File: src/rtl/uart_autobaud_pkg.sv
// Shared definitions for the UART auto-baud controller: FSM state encoding
// and the constants used to turn a sync-character measurement into a divisor.
package uart_autobaud_pkg;

  typedef enum logic [2:0] {
    ST_IDLE,
    ST_WAIT_START,
    ST_MEASURE,
    ST_CALC,
    ST_LOAD,
    ST_LOCKED
  } state_e;

  // 0x55 in 8N1 has five falling edges spanning exactly eight bit-times
  localparam int SYNC_EDGES = 5;
  // Smallest usable bit period in eighths of a 16x tick (divisor 0, fraction 0)
  localparam int MIN_Q      = 8;
  // Half of 2^SHIFT, so the shift rounds to nearest
  localparam int ROUND_ADD  = 8;
  // T covers 8 bit-times; /16 gives the bit period in eighths of 16x ticks
  localparam int SHIFT      = 4;
  // Largest integer part the 13-bit divisor (stored minus one) can hold
  localparam int MAX_DIV    = 8192;

endpackage

File: src/rtl/uart_rx_edge_det.sv
// RX front end: two-flop synchroniser, optional 3-sample majority filter
// (UART_AUTOBAUD_RX_FILTER_EN) and a registered falling-edge pulse.
// Pin-to-pulse latency is 3 cycles, or 4 with the filter enabled.
module uart_rx_edge_det (
  input  logic CLK,
  input  logic RESET,
  input  logic RX,
  output logic FALL
);

  logic sync1_q, sync2_q;
  logic prev_q;
  logic fall_q;
  logic line;

`ifdef UART_AUTOBAUD_RX_FILTER_EN
  logic hist1_q, hist2_q;

  // History taps of the synchronised line feeding the majority vote
  always_ff @(posedge CLK) begin
    if (RESET) begin
      hist1_q <= 1'b1;
      hist2_q <= 1'b1;
    end else begin
      hist1_q <= sync2_q;
      hist2_q <= hist1_q;
    end
  end

  // Two of three samples must agree, so a single-cycle glitch never passes
  assign line = (sync2_q & hist1_q) | (sync2_q & hist2_q) | (hist1_q & hist2_q);
`else
  assign line = sync2_q;
`endif

  // Synchronise the pin and register a one-cycle pulse on each high-to-low step
  always_ff @(posedge CLK) begin
    if (RESET) begin
      sync1_q <= 1'b1;
      sync2_q <= 1'b1;
      prev_q  <= 1'b1;
      fall_q  <= 1'b0;
    end else begin
      sync1_q <= RX;
      sync2_q <= sync1_q;
      prev_q  <= line;
      fall_q  <= prev_q & ~line;
    end
  end

  assign FALL = fall_q;

endmodule

File: src/rtl/uart_autobaud_ctrl.sv
// UART auto-baud controller. Measures a 0x55 sync character on RX, derives
// the divisor and eighth-step fraction and loads them into the baud
// generator with a restart pulse; the host may also load values directly.
// Optional RX glitch filter: define UART_AUTOBAUD_RX_FILTER_EN.
module uart_autobaud_ctrl
  import uart_autobaud_pkg::*;
#(
  parameter logic [12:0] DEFAULT_BAUD_VAL = 13'd1,
  parameter logic [2:0]  DEFAULT_FRACTION = 3'd0,
  parameter int          CNT_W            = 21
) (
  input  logic        CLK,
  input  logic        RESET,
  input  logic        RX,
  input  logic        START_DET,
  input  logic        MAN_LOAD,
  input  logic [12:0] MAN_BAUD_VAL,
  input  logic [2:0]  MAN_FRACTION,
  output logic [12:0] BAUD_VAL,
  output logic [2:0]  BAUD_VAL_FRACTION,
  output logic        GEN_RESTART,
  output logic        BUSY,
  output logic        LOCKED,
  output logic        ERR
);

  // Wide enough for T+ROUND_ADD and for comparing against MAX_DIV
  localparam int QW = (CNT_W + 1 > 14) ? CNT_W + 1 : 14;

  state_e             state_q;
  logic [CNT_W-1:0]   cnt_q;
  logic [2:0]         edges_q;
  logic [12:0]        baud_q;
  logic [2:0]         frac_q;
  logic               gen_restart_q;
  logic               busy_q;
  logic               locked_q;
  logic               err_q;

  logic               fall;
  logic [QW-1:0]      sum_d;
  logic [QW-1:0]      q_d;
  logic [QW-1:0]      div_d;
  logic               range_ok;
  logic [12:0]        baud_d;
  logic [2:0]         frac_d;

  uart_rx_edge_det u_edge (
    .CLK   (CLK),
    .RESET (RESET),
    .RX    (RX),
    .FALL  (fall)
  );

  // Divisor arithmetic on the frozen count: Q = round(T/16), div = Q/8
  always_comb begin
    sum_d    = QW'(cnt_q) + QW'(ROUND_ADD);
    q_d      = sum_d >> SHIFT;
    div_d    = q_d >> 3;
    range_ok = (q_d >= QW'(MIN_Q)) && (div_d <= QW'(MAX_DIV));
    baud_d   = 13'(div_d - QW'(1));
    frac_d   = q_d[2:0];
  end

  // Control FSM with registered outputs; host load beats a new measurement request
  always_ff @(posedge CLK) begin
    if (RESET) begin
      state_q       <= ST_IDLE;
      cnt_q         <= '0;
      edges_q       <= '0;
      baud_q        <= DEFAULT_BAUD_VAL;
      frac_q        <= DEFAULT_FRACTION;
      gen_restart_q <= 1'b0;
      busy_q        <= 1'b0;
      locked_q      <= 1'b0;
      err_q         <= 1'b0;
    end else begin
      gen_restart_q <= 1'b0;
      if (MAN_LOAD) begin
        state_q       <= ST_LOCKED;
        cnt_q         <= '0;
        edges_q       <= '0;
        baud_q        <= MAN_BAUD_VAL;
        frac_q        <= MAN_FRACTION;
        gen_restart_q <= 1'b1;
        busy_q        <= 1'b0;
        locked_q      <= 1'b1;
        err_q         <= 1'b0;
      end else if (START_DET) begin
        // Previous divisor stays on the generator until a new one is loaded
        state_q  <= ST_WAIT_START;
        cnt_q    <= '0;
        edges_q  <= '0;
        busy_q   <= 1'b1;
        locked_q <= 1'b0;
        err_q    <= 1'b0;
      end else begin
        case (state_q)
          ST_WAIT_START: begin
            if (fall) begin
              state_q <= ST_MEASURE;
              cnt_q   <= CNT_W'(1);
              edges_q <= 3'd1;
            end
          end
          ST_MEASURE: begin
            if (fall && (edges_q == 3'(SYNC_EDGES - 1))) begin
              // cnt_q now holds T and is left frozen for the calculation
              state_q <= ST_CALC;
              edges_q <= edges_q + 3'd1;
            end else if (cnt_q == {CNT_W{1'b1}}) begin
              state_q  <= ST_IDLE;
              cnt_q    <= '0;
              edges_q  <= '0;
              baud_q   <= DEFAULT_BAUD_VAL;
              frac_q   <= DEFAULT_FRACTION;
              busy_q   <= 1'b0;
              locked_q <= 1'b0;
              err_q    <= 1'b1;
            end else begin
              cnt_q <= cnt_q + CNT_W'(1);
              if (fall) begin
                edges_q <= edges_q + 3'd1;
              end
            end
          end
          ST_CALC: begin
            if (range_ok) begin
              state_q       <= ST_LOAD;
              baud_q        <= baud_d;
              frac_q        <= frac_d;
              gen_restart_q <= 1'b1;
            end else begin
              state_q  <= ST_IDLE;
              baud_q   <= DEFAULT_BAUD_VAL;
              frac_q   <= DEFAULT_FRACTION;
              busy_q   <= 1'b0;
              locked_q <= 1'b0;
              err_q    <= 1'b1;
            end
            cnt_q   <= '0;
            edges_q <= '0;
          end
          ST_LOAD: begin
            state_q  <= ST_LOCKED;
            busy_q   <= 1'b0;
            locked_q <= 1'b1;
          end
          default: begin
            state_q <= state_q;
          end
        endcase
      end
    end
  end

  assign BAUD_VAL          = baud_q;
  assign BAUD_VAL_FRACTION = frac_q;
  assign GEN_RESTART       = gen_restart_q;
  assign BUSY              = busy_q;
  assign LOCKED            = locked_q;
  assign ERR               = err_q;

endmodule
File: config.mk
export PLATFORM = sky130hd
export DESIGN_NAME = uart_autobaud_ctrl
export DESIGN_NICKNAME = d
export VERILOG_FILES = /design/src/rtl/uart_autobaud_pkg.sv /design/src/rtl/uart_rx_edge_det.sv /design/src/rtl/uart_autobaud_ctrl.sv
export SDC_FILE = /design/constraint.sdc
export NUM_CORES = 1
export LEC_CHECK = 0
export CAP_MARGIN = 10
export CORE_ASPECT_RATIO = 1.4
export CORE_UTILIZATION = 35
export DETAILED_ROUTE_END_ITERATION = 10
export GPL_TIMING_DRIVEN = 0
export SETUP_SLACK_MARGIN = 0.5
export SLEW_MARGIN = 20
export SYNTH_ARGS = -nofsm -noshare
export SYNTH_HDL_FRONTEND = slang
export SYNTH_SLANG_ARGS = --single-unit
File: constraint.sdc
create_clock -name CLK -period 5.9 [get_ports CLK]
set_input_delay 1.18 -clock CLK [delete_from_list [all_inputs] [get_ports CLK]]
set_output_delay 1.18 -clock CLK [all_outputs]
set_load 0.01 [all_outputs]
==> flow_metrics.py, run 1 <==
metrics = {
    "clock_network": {
        "cts_root_buf": "clkbuf_16",
        "ctsHoldBuffers": 0,
        "clk_pin_slew_ns": 0.07,
        "ctsResizeCount": 0,
        "cts_tree": "yes",
        "ctsLongestPathBuffers": 2,
        "clkLatencyLatePin_ns": 0.29,
        "numCtsBuffers": 5,
        "postCtsSetupBuffers": 0,
        "htreeDepth": 2,
        "cts_sinks": 51,
    },
    "synthesis": {
        "synth_area_leaders": "dfxtp_1 (31%), xor2_1 (5.9%), xnor2_1 (5.4%)",
        "synth_area_per_cell_um2": 9.13,
        "synth-edff-count": 0,
        "synth.most_common_cell": "dfxtp_1",
        "synth_cell_type_count": 68,
        "yosysTopAreaCell": "dfxtp_1",
        "synthArstFlopShare_pct": 0,
        "yosys_warnings": 0,
        "synth_common_cells": "dfxtp_1 (51), nor2_1 (38), nand2_1 (23), xor2_1 (22), xnor2_1 (20)",
        "synth.top_cell.area_share_pct": 31.5,
        "synthesis.area_um2": 3240,
        "synthCells": 355,
        "synth_seq_cells": 51,
        "ys.flop_type": "dfxtp_1",
        "synth_fp_nets": 381,
        "synth_seq_area_share_pct": 31.5,
    },
    "global_route": {
        "overflow": 0,
        "grt_pass1_wl_um": 13200,
        "grt_usage_pct": 16.9,
        "antenna_found_initial": 0,
        "grt_max_degree": 18,
        "grt_pass1_vias": 2650,
    },
    "worst_setup_path": {
        "start_kind": "flop",
        "cp_max_fo": 10,
        "crit_slowest_cell": "dfxtp_1",
        "crit_start": "cnt_q[4]$_SDFFE_PP0P_",
        "rr_endpoint": "BAUD_VAL[7]$_SDFFE_PP0P_",
        "reg2reg_depth": 13,
        "crit_chain": "ha_1 -> and3_1 -> clkbuf_1 -> xnor2_1 -> ha_1 -> inv_1 -> or3_1 -> o32a_1 -> a211o_2 -> nor3_2 -> o211ai_4 -> buf_6 -> o22ai_2",
        "reg2reg_slack_ns": 2.05,
        "cp-end-kind": "flop",
        "worstReg2RegStart": "cnt_q[4]$_SDFFE_PP0P_",
        "required_ns": 6.12,
        "arrival_ns": 4.08,
        "endpoint": "BAUD_VAL[7]$_SDFFE_PP0P_",
        "crit_top_cell": "ha_1",
        "slowest_delay_ns": 0.48,
        "worstSetupPathType": "reg2reg",
    },
    "final_layout": {
        "fin_cells": 509,
        "final_area_um2": 3920,
        "antenna_cells": 0,
        "fillers": 895,
        "syn2layout_area_growth_pct": 20.8,
        "drive_gt1_share_pct": 17.4,
        "nNetsFinal": 427,
    },
    "sta": {
        "rsz0062_at_grt": "false",
        "hold_ws_ns": 0.411,
        "max_freq_mhz": 259,
        "worst_pin_slew_ns": 0.938,
        "tns_ns": 0,
        "clock_skew_ns": 0.00434,
        "layout_setup_ws_ns": 2.05,
        "period_needed_ns": 3.85,
        "final_hold_viol_count": 0,
        "slew-limit-headroom_pct": 37.0,
        "finalSetupViolCount": 0,
        "fin_crit_sh_pct": 65.3,
        "slew_viol_final": 0,
    },
    "route": {
        "routed_wl_um": 7850,
        "drtIter0Drc": 124,
        "dr.pass1.iters": 4,
        "via_count": 2716,
        "drc": 0,
        "wire_per_inst_um": 15.4,
        "viasPerCell": 5.34,
        "antenna_left": 0,
    },
    "floorplanning": {
        "coreArea_um2": 9030,
        "die_w_um": 83.3,
        "dieArea_um2": 9660,
        "die_h_um": 116,
        "start_util_pct": 35.9,
        "rows": 41,
        "io-pin-count": 41,
    },
    "placement": {
        "hpwl_um": 5930,
        "place.gp.congestion": 0.881,
        "dp_cells": 501,
        "post_dp_cell_area_um2": 3770,
        "port_buffers": 39,
        "post-place-ws_ns": 2.07,
    },
    "worst_hold_path": {
        "hold_class": "reg2reg",
    },
    "power_and_ir_drop": {
        "power_leakage_nw": 1.37,
        "vdd_drop_max_v": 0.000207,
        "powerDensity_nw_per_um2": 185,
    },
    "status": {
        "status": "finished, final reports clean",
    },
    "job": {
        "cap_violations": 0,
    },
}
## worst min path at each step
stage | start | endpoint | slack [ns] | depth (start not counted)
after floorplan | u_edge.sync1_q$_SDFF_PP1_ | u_edge.line$_SDFF_PP1_ | 0.39 | 1
after global placement | u_edge.sync1_q$_SDFF_PP1_ | u_edge.line$_SDFF_PP1_ | 0.40 | 1
after detailed placement | u_edge.sync1_q$_SDFF_PP1_ | u_edge.line$_SDFF_PP1_ | 0.40 | 1
after global routing | u_edge.prev_q$_SDFF_PP1_ | u_edge.FALL$_SDFF_PP0_ | 0.43 | 2
final | u_edge.prev_q$_SDFF_PP1_ | u_edge.FALL$_SDFF_PP0_ | 0.41 | 2
after CTS | u_edge.prev_q$_SDFF_PP1_ | u_edge.FALL$_SDFF_PP0_ | 0.42 | 2
## state kept, by name (all words and copies together), names as in the netlist
signal and flops:
u_edge.FALL 1, u_edge.line 1, GEN_RESTART 1, u_edge.sync1_q 1
state_q 3, BAUD_VAL_FRACTION 3, LOCKED 1, u_edge.prev_q 1
cnt_q 21, ERR 1, BUSY 1, edges_q 3
BAUD_VAL 13
## metrics by stage
step                      util (%)  power, W
after global placement        41.7  0.000438
final                         43.4  0.000725
after global routing          43.4  0.000759
after floorplan                  -  0.000402
after detailed placement      41.7  0.000438
after CTS                     43.4  0.000738
## kinds of logic after synthesis
| family | share of synthesized area (%) |
|---|---|
| muxes | 0.309 |
| AOI/OAI and AO/OA | 23.6 |
| adders and majority gates | 1.93 |
| and+or+nand+nor | 22.4 |
| buffers and inverters | 8.92 |
| DFF | 31.5 |
| xor gates and xnor gates | 11.3 |
## layout make-up
cell class	instances	area, um^2	share of cell area, %
plain buffers	25	240	6.13
clock buffers	5	125	3.19
clock inverters	3	25.0	0.639
inverters	13	48.8	1.25
multi-input cells	266	1930	49.3
flip-flops and latches	51	1020	26.1
well taps	107	134	3.42
repair buffers	39	390	9.97
## cells in the final DEF (no fill, tap or decap), types with 5 or more instances in the layout
master / instances
dfxtp_1: 51
clkdlybuf4s50_1: 39
nor2_1: 38
nand2_1: 23
xor2_1: 22
xnor2_1: 20
a22oi_1: 15
inv_1: 13
nor3_1: 10
a21oi_1: 10
o22ai_2: 10
nand3_1: 9
buf_6: 8
nand4_1: 8
clkbuf_8: 7
or2_2: 7
o21ai_0: 7
o22ai_1: 6
clkbuf_1: 5
nor4_1: 5
a31oi_1: 5
ha_1: 5
clkbuf_16: 5
## where the power goes
part	switching [W]	total [W]	internal (W)
sequential	0.00000546	0.000359	0.000353
clock	0.000137	0.000296	0.000159
combinational	0.0000312	0.0000710	0.0000398
total	0.000173	0.000725	0.000552
## worst max-delay path: cells and delay by family (launching register included)
kind	cells	cell delay [ns]
compound gates	4	0.81
xor+xnor	1	0.25
buf+inv	3	0.56
flops	1	0.48
simple gates	3	1.03
fa+ha+maj	2	0.64
## layer usage
| metal | vias up | part of all wire (%) | GRT usage [%] | routed length [um] |
|---|---|---|---|---|
| li1 | 1383 | - | - | - |
| met2 | 48 | 51 | 30.6 | 4010 |
| met1 | 1269 | 44 | 20.3 | 3450 |
| met5 | - | 0 | 0 | 0 |
| met3 | 16 | 2.3 | 2.07 | 182 |
| met4 | 0 | 2.6 | 7.13 | 207 |
(Power assumes the default switching activity.)
==> run 2, diff against run 1 <==
Clock period 5.9 ns to 3.62 ns, I/O delays scaled along.
==> run 2 against run 1 <==
  * Routed wire length increased by 4.7%
  * Register-to-register slack worse by 1.4 ns
  * Via count grew 2.4%
  * Clock skew grew 0.0012 ns
  * Sequential share of layout area shrank 1.1 points
  * Flip-flop and latch count is the same
  * Die area stayed put
  * Total power grew 62%
  * Largest cell class unchanged
==> flow_metrics.py, run 2 (same netlist as run 1, synthesis figures left out) <==
metrics = {
    "power_and_ir_drop": {
        "p_switching_w": 0.000283,
        "switching_share_pct": 24.0,
        "internal_power_w": 0.000896,
        "seq_power_share_pct": 49.6,
        "clkPwrFrac_pct": 40.6,
        "powerDensity_nw_per_um2": 287,
        "vdd_drop_max_v": 0.000299,
        "power_leakage_nw": 1.46,
        "combPwrFrac_pct": 9.8,
    },
    "route": {
        "via_count": 2780,
        "antenna_left": 0,
        "drtIter0Drc": 165,
        "drc": 0,
        "dr.pass1.iters": 4,
        "viasPerCell": 5.36,
        "wire_per_inst_um": 15.8,
        "routed_wl_um": 8220,
    },
    "final_layout": {
        "regMostFlops": "cnt_q",
        "final_cell_mix": "dfxtp_1 (49), clkdlybuf4s50_1 (39), nor2_1 (37), nand2_1 (22), xor2_1 (21)",
        "largest_reg_flops": 21,
        "drive_gt1_share_pct": 22.1,
        "fin_cells": 519,
        "syn2layout_area_growth_pct": 26.7,
        "nNetsFinal": 437,
        "antenna_cells": 0,
        "layout_commonest_cell": "dfxtp_1",
    },
    "status": {
        "status": "finished, final reports clean",
    },
    "sta": {
        "clock_skew_ns": 0.00554,
        "slew-limit-headroom_pct": 40.6,
        "layout_setup_ws_ns": 0.621,
        "rsz0062_at_grt": "true",
        "finalSetupViolCount": 0,
        "fin_crit_sh_pct": 82.8,
        "final_hold_viol_count": 0,
        "worst_pin_slew_ns": 0.884,
        "slew_viol_final": 0,
        "max_freq_mhz": 333,
        "tns_ns": 0,
        "period_needed_ns": 3.00,
        "hold_ws_ns": 0.413,
    },
    "global_route": {
        "antenna_found_initial": 0,
        "overflow": 0,
        "grt_pass1_vias": 2636,
        "grt_max_degree": 17,
        "grt_pass1_wl_um": 13200,
        "grt_usage_pct": 17.2,
    },
    "clock_network": {
        "cts_root_buf": "clkbuf_16",
        "clk_pin_slew_ns": 0.07,
        "cts_tree": "yes",
        "clkLatencyLatePin_ns": 0.30,
        "numCtsBuffers": 5,
        "ctsHoldBuffers": 0,
        "ctsLongestPathBuffers": 2,
        "htreeDepth": 2,
        "cts_sinks": 51,
    },
    "placement": {
        "place.gp.congestion": 0.910,
        "dp_cells": 501,
        "port_buffers": 39,
        "hpwl_um": 5970,
        "post-place-ws_ns": -0.112,
    },
    "floorplanning": {
        "coreArea_um2": 9030,
        "die_w_um": 83.3,
        "rows": 41,
        "io-pin-count": 41,
        "dieArea_um2": 9660,
        "start_util_pct": 35.9,
        "die_h_um": 116,
    },
    "job": {
        "cap_violations": 0,
    },
    "worst_setup_path": {
        "cp_max_fo": 7,
        "start_kind": "flop",
        "arrival_ns": 3.23,
        "reg2reg_slack_ns": 0.62,
        "required_ns": 3.85,
        "worstReg2RegStart": "cnt_q[4]$_SDFFE_PP0P_",
        "cp-end-kind": "flop",
        "worstSetupPathType": "reg2reg",
        "crit_start": "cnt_q[4]$_SDFFE_PP0P_",
    },
    "worst_hold_path": {
        "hold_class": "reg2reg",
        "hold_path_startpoint": "u_edge.sync1_q$_SDFF_PP1_",
    },
}
[run 2: cell types whose count changed in the layout (fill, tap and decap cells not counted), moves of 2 or more]
cell	change
buf_6	+2
ha_4	+2
buf_4	+7
dfxtp_1	-2
nor3_4	+2
ha_1	-2
clkinv_4	-2
nor3_2	-2
[run 2: area by class of cell]
class	count	area, um^2
buffer	25	255
sequential	51	1030
clock inverter	3	20.0
inverter	13	48.8
tap	107	134
timing repair buffer	49	487
multi-input combinational	266	2010
clock buffer	5	125
fill	888	4920
[run 2: worst max-delay path, cell delays in order, from the launching register on]
cell and delay [ns]:
dfxtp_4 0.37, ha_4 0.19, and3_4 0.17, buf_6 0.12, xnor2_4 0.19, ha_4 0.18
inv_2 0.04, or3_1 0.33, o32a_1 0.19, a211o_2 0.36, nor3_4 0.25, o211ai_4 0.20
clkbuf_16 0.25, o22ai_2 0.07
[run 2: what timing repair did]
action / in CTS / in global routing
resized for setup: 8 / 17
buffers inserted: 1 / 8
endpoints found under the setup margin: 21 / 21
gates cloned: 0 / 1
pin swaps: 3 / 9
[run 2: power groups by stage]
stage	Clock (W)	Sequential, W	Combinational, W
after floorplan	0	0.000602	0.0000523
after global placement	0	0.000598	0.000116
after detailed placement	0	0.000598	0.000117
after CTS	0.000490	0.000584	0.000117
after global routing	0.000515	0.000586	0.000125
final	0.000478	0.000584	0.000116
[run 2: path summary, 6_finish.rpt]
kind	end	cells after the start
worst min-delay path	u_edge.line$_SDFF_PP1_	1
worst max register to register	BAUD_VAL[5]$_SDFFE_PP0P_	13
worst max-delay path	BAUD_VAL[5]$_SDFFE_PP0P_	13
worst min register to register	u_edge.line$_SDFF_PP1_	1
[run 2: per-layer routing]
layer | routed length (um) | up-vias | track usage (%)
met3 | 211 | 13 | 2.42
li1 | - | 1404 | -
met4 | 210 | 0 | 7.36
met5 | 0 | - | 0
met2 | 4280 | 51 | 31.1
met1 | 3520 | 1312 | 20.4
[run 2: through the flow]
stage               area, um^2  utilization [%]  power, W
floorplan                 3250                -  0.000655
global placement          3770             41.8  0.000713
detailed placement        3770             41.8  0.000714
CTS                       3960             43.9   0.00119
global route              4110             45.5   0.00123
finish                    4110             45.5   0.00118
==> run 3, diff against run 2 <==
Clock period 3.62 ns to 3 ns, I/O delays scaled along.
==> run 3 against run 2 <==
  * Clock skew is 0.0026 ns higher
  * Final cell count grew 3.9%
  * Critical path depth increased by 1
  * Count of clock-buffer cells in the layout rose by 2
  * Global-route usage rose by 0.75 points
  * Total power grew 33%
  * Worst setup slack got worse by 0.48 ns
  * Fmax is 4.9% higher
==> flow_metrics.py, run 3 (same netlist as run 1, synthesis figures left out) <==
metrics = {
    "status": {
        "status": "finished, final reports clean",
    },
    "final_layout": {
        "multi_input_area_um2": 2110,
        "final_util_pct": 49.1,
        "seq_area_um2": 1030,
        "layout_commonest_cell": "dfxtp_1",
        "antenna_cells": 0,
        "final_cell_mix": "dfxtp_1 (49), clkdlybuf4s50_1 (39), nor2_1 (35), buf_4 (26), nand2_1 (22)",
        "fillers": 848,
        "drive_gt1_share_pct": 28.2,
        "nNetsFinal": 457,
        "regMostFlops": "cnt_q",
        "largest_reg_flops": 21,
        "syn2layout_area_growth_pct": 36.7,
    },
    "floorplanning": {
        "coreArea_um2": 9030,
        "die_h_um": 116,
        "start_util_pct": 35.9,
        "rows": 41,
        "die_w_um": 83.3,
        "io-pin-count": 41,
        "dieArea_um2": 9660,
    },
    "worst_setup_path": {
        "critPathBufInv": 4,
        "slowest_delay_ns": 0.36,
        "cp_max_fo": 4,
        "start_kind": "flop",
        "crit_top_cell": "ha_4",
        "crit_chain": "ha_4 -> and3_4 -> buf_8 -> xnor2_4 -> ha_4 -> inv_2 -> or3_1 -> o32a_1 -> a211o_4 -> nor3_4 -> o211ai_4 -> buf_12 -> buf_6 -> o22ai_2",
        "critPathTopFamily": "compound AO/OA/AOI/OAI gates",
        "crit_slowest_cell": "dfxtp_4",
        "arrival_ns": 3.08,
        "worstSetupPathType": "reg2reg",
        "cp-end-kind": "flop",
        "required_ns": 3.22,
    },
    "sta": {
        "final_hold_viol_count": 0,
        "worst_pin_slew_ns": 1.09,
        "finalSetupViolCount": 0,
        "period_needed_ns": 2.86,
        "fin_crit_sh_pct": 95.3,
        "max_freq_mhz": 350,
        "slew-limit-headroom_pct": 27.0,
        "slew_viol_final": 0,
        "clock_skew_ns": 0.00814,
        "rsz0062_at_grt": "true",
    },
    "placement": {
        "place.gp.congestion": 0.938,
        "hpwl_um": 5970,
        "port_buffers": 39,
    },
    "clock_network": {
        "ctsLongestPathBuffers": 2,
        "clk_pin_slew_ns": 0.07,
        "numCtsBuffers": 5,
        "cts_tree": "yes",
        "ctsHoldBuffers": 0,
        "htreeDepth": 2,
        "cts_root_buf": "clkbuf_16",
        "clkLatencyLatePin_ns": 0.30,
        "cts_sinks": 51,
    },
    "power_and_ir_drop": {
        "vdd_drop_max_v": 0.000342,
        "switching_share_pct": 21.8,
        "clkPwrFrac_pct": 45.3,
        "p_switching_w": 0.000341,
        "seq_power_share_pct": 45.1,
        "power_w": 0.00157,
        "combPwrFrac_pct": 9.6,
        "internal_power_w": 0.00122,
        "powerDensity_nw_per_um2": 353,
        "power_leakage_nw": 1.63,
    },
    "worst_hold_path": {
        "hold_class": "reg2reg",
    },
    "global_route": {
        "grt_pass1_vias": 2845,
        "antenna_found_initial": 0,
        "grt_usage_pct": 17.9,
        "grt_pass1_wl_um": 13800,
        "overflow": 0,
        "grt_max_degree": 16,
    },
    "route": {
        "viasPerCell": 5.39,
        "drc": 0,
        "drtIter0Drc": 191,
        "wire_per_inst_um": 16.0,
        "dr.pass1.iters": 4,
        "routed_wl_um": 8610,
        "antenna_left": 0,
        "via_count": 2907,
    },
    "job": {
        "cap_violations": 0,
    },
}
run 3: area by class of cell:
class / instances / share of cell area, %
sequential: 51 / 23.1
clock buffer: 7 / 3.47
buffer: 25 / 6.01
clock inverter: 1 / 0.677
timing repair buffer: 69 / 14.9
tap: 107 / 3.02
multi-input combinational: 266 / 47.7
inverter: 13 / 1.10
run 3: tightest hold or removal path: stages (launching register included):
cell,delay [ns]
dfxtp_1,0.30
inv_1,0.04
nor2_1,0.03
run 3: power by group through the flow:
stage	registers, W	clock network (W)	logic (W)
floorplan	0.000726	0	0.0000630
global placement	0.000720	0	0.000140
detailed placement	0.000721	0	0.000140
CTS	0.000705	0.000727	0.000142
global route	0.000708	0.000755	0.000162
finish	0.000706	0.000709	0.000151
run 3: routing by layer:
metal | wire (um) | global-route usage [%] | vias to the layer above | share of wire, %
met5 | 0 | 0 | - | 0
met4 | 263 | 10.2 | 0 | 3.1
met3 | 242 | 2.14 | 17 | 2.8
met2 | 4540 | 33.6 | 58 | 53
met1 | 3570 | 19.6 | 1391 | 41
li1 | - | - | 1441 | -
run 3: worst paths after layout:
check | start | to | slack, ns | cells past startpoint
worst min-delay path | u_edge.prev_q$_SDFF_PP1_ | u_edge.FALL$_SDFF_PP0_ | 0.41 | 2
worst max register to register | cnt_q[4]$_SDFFE_PP0P_ | BAUD_VAL_FRACTION[0]$_SDFFE_PP0P_ | 0.14 | 14
worst min register to register | u_edge.prev_q$_SDFF_PP1_ | u_edge.FALL$_SDFF_PP0_ | 0.41 | 2
worst max-delay path | cnt_q[4]$_SDFFE_PP0P_ | BAUD_VAL_FRACTION[0]$_SDFFE_PP0P_ | 0.14 | 14
run 3: through the flow:
stage / area [um^2] / instances / worst slack (ns) / setup TNS, ns / hold WS [ns]
after floorplan: 3290 / 355 / 0.249 / 0 / 0.389
after global placement: 3810 / 501 / -0.166 / -2.05 / 0.406
after global routing: 4430 / 539 / 0.0222 / 0 / 0.426
after detailed placement: 3810 / 501 / -0.198 / -2.38 / 0.398
after CTS: 4200 / 524 / 0.0337 / 0 / 0.414
final: 4430 / 539 / 0.140 / 0 / 0.412
run 3: repair_timing:
item	in CTS	in global routing
pin swaps	10	9
cloned	1	1
setup buffers	14	14
resized for setup	14	26
setup endpoints to repair	42	43
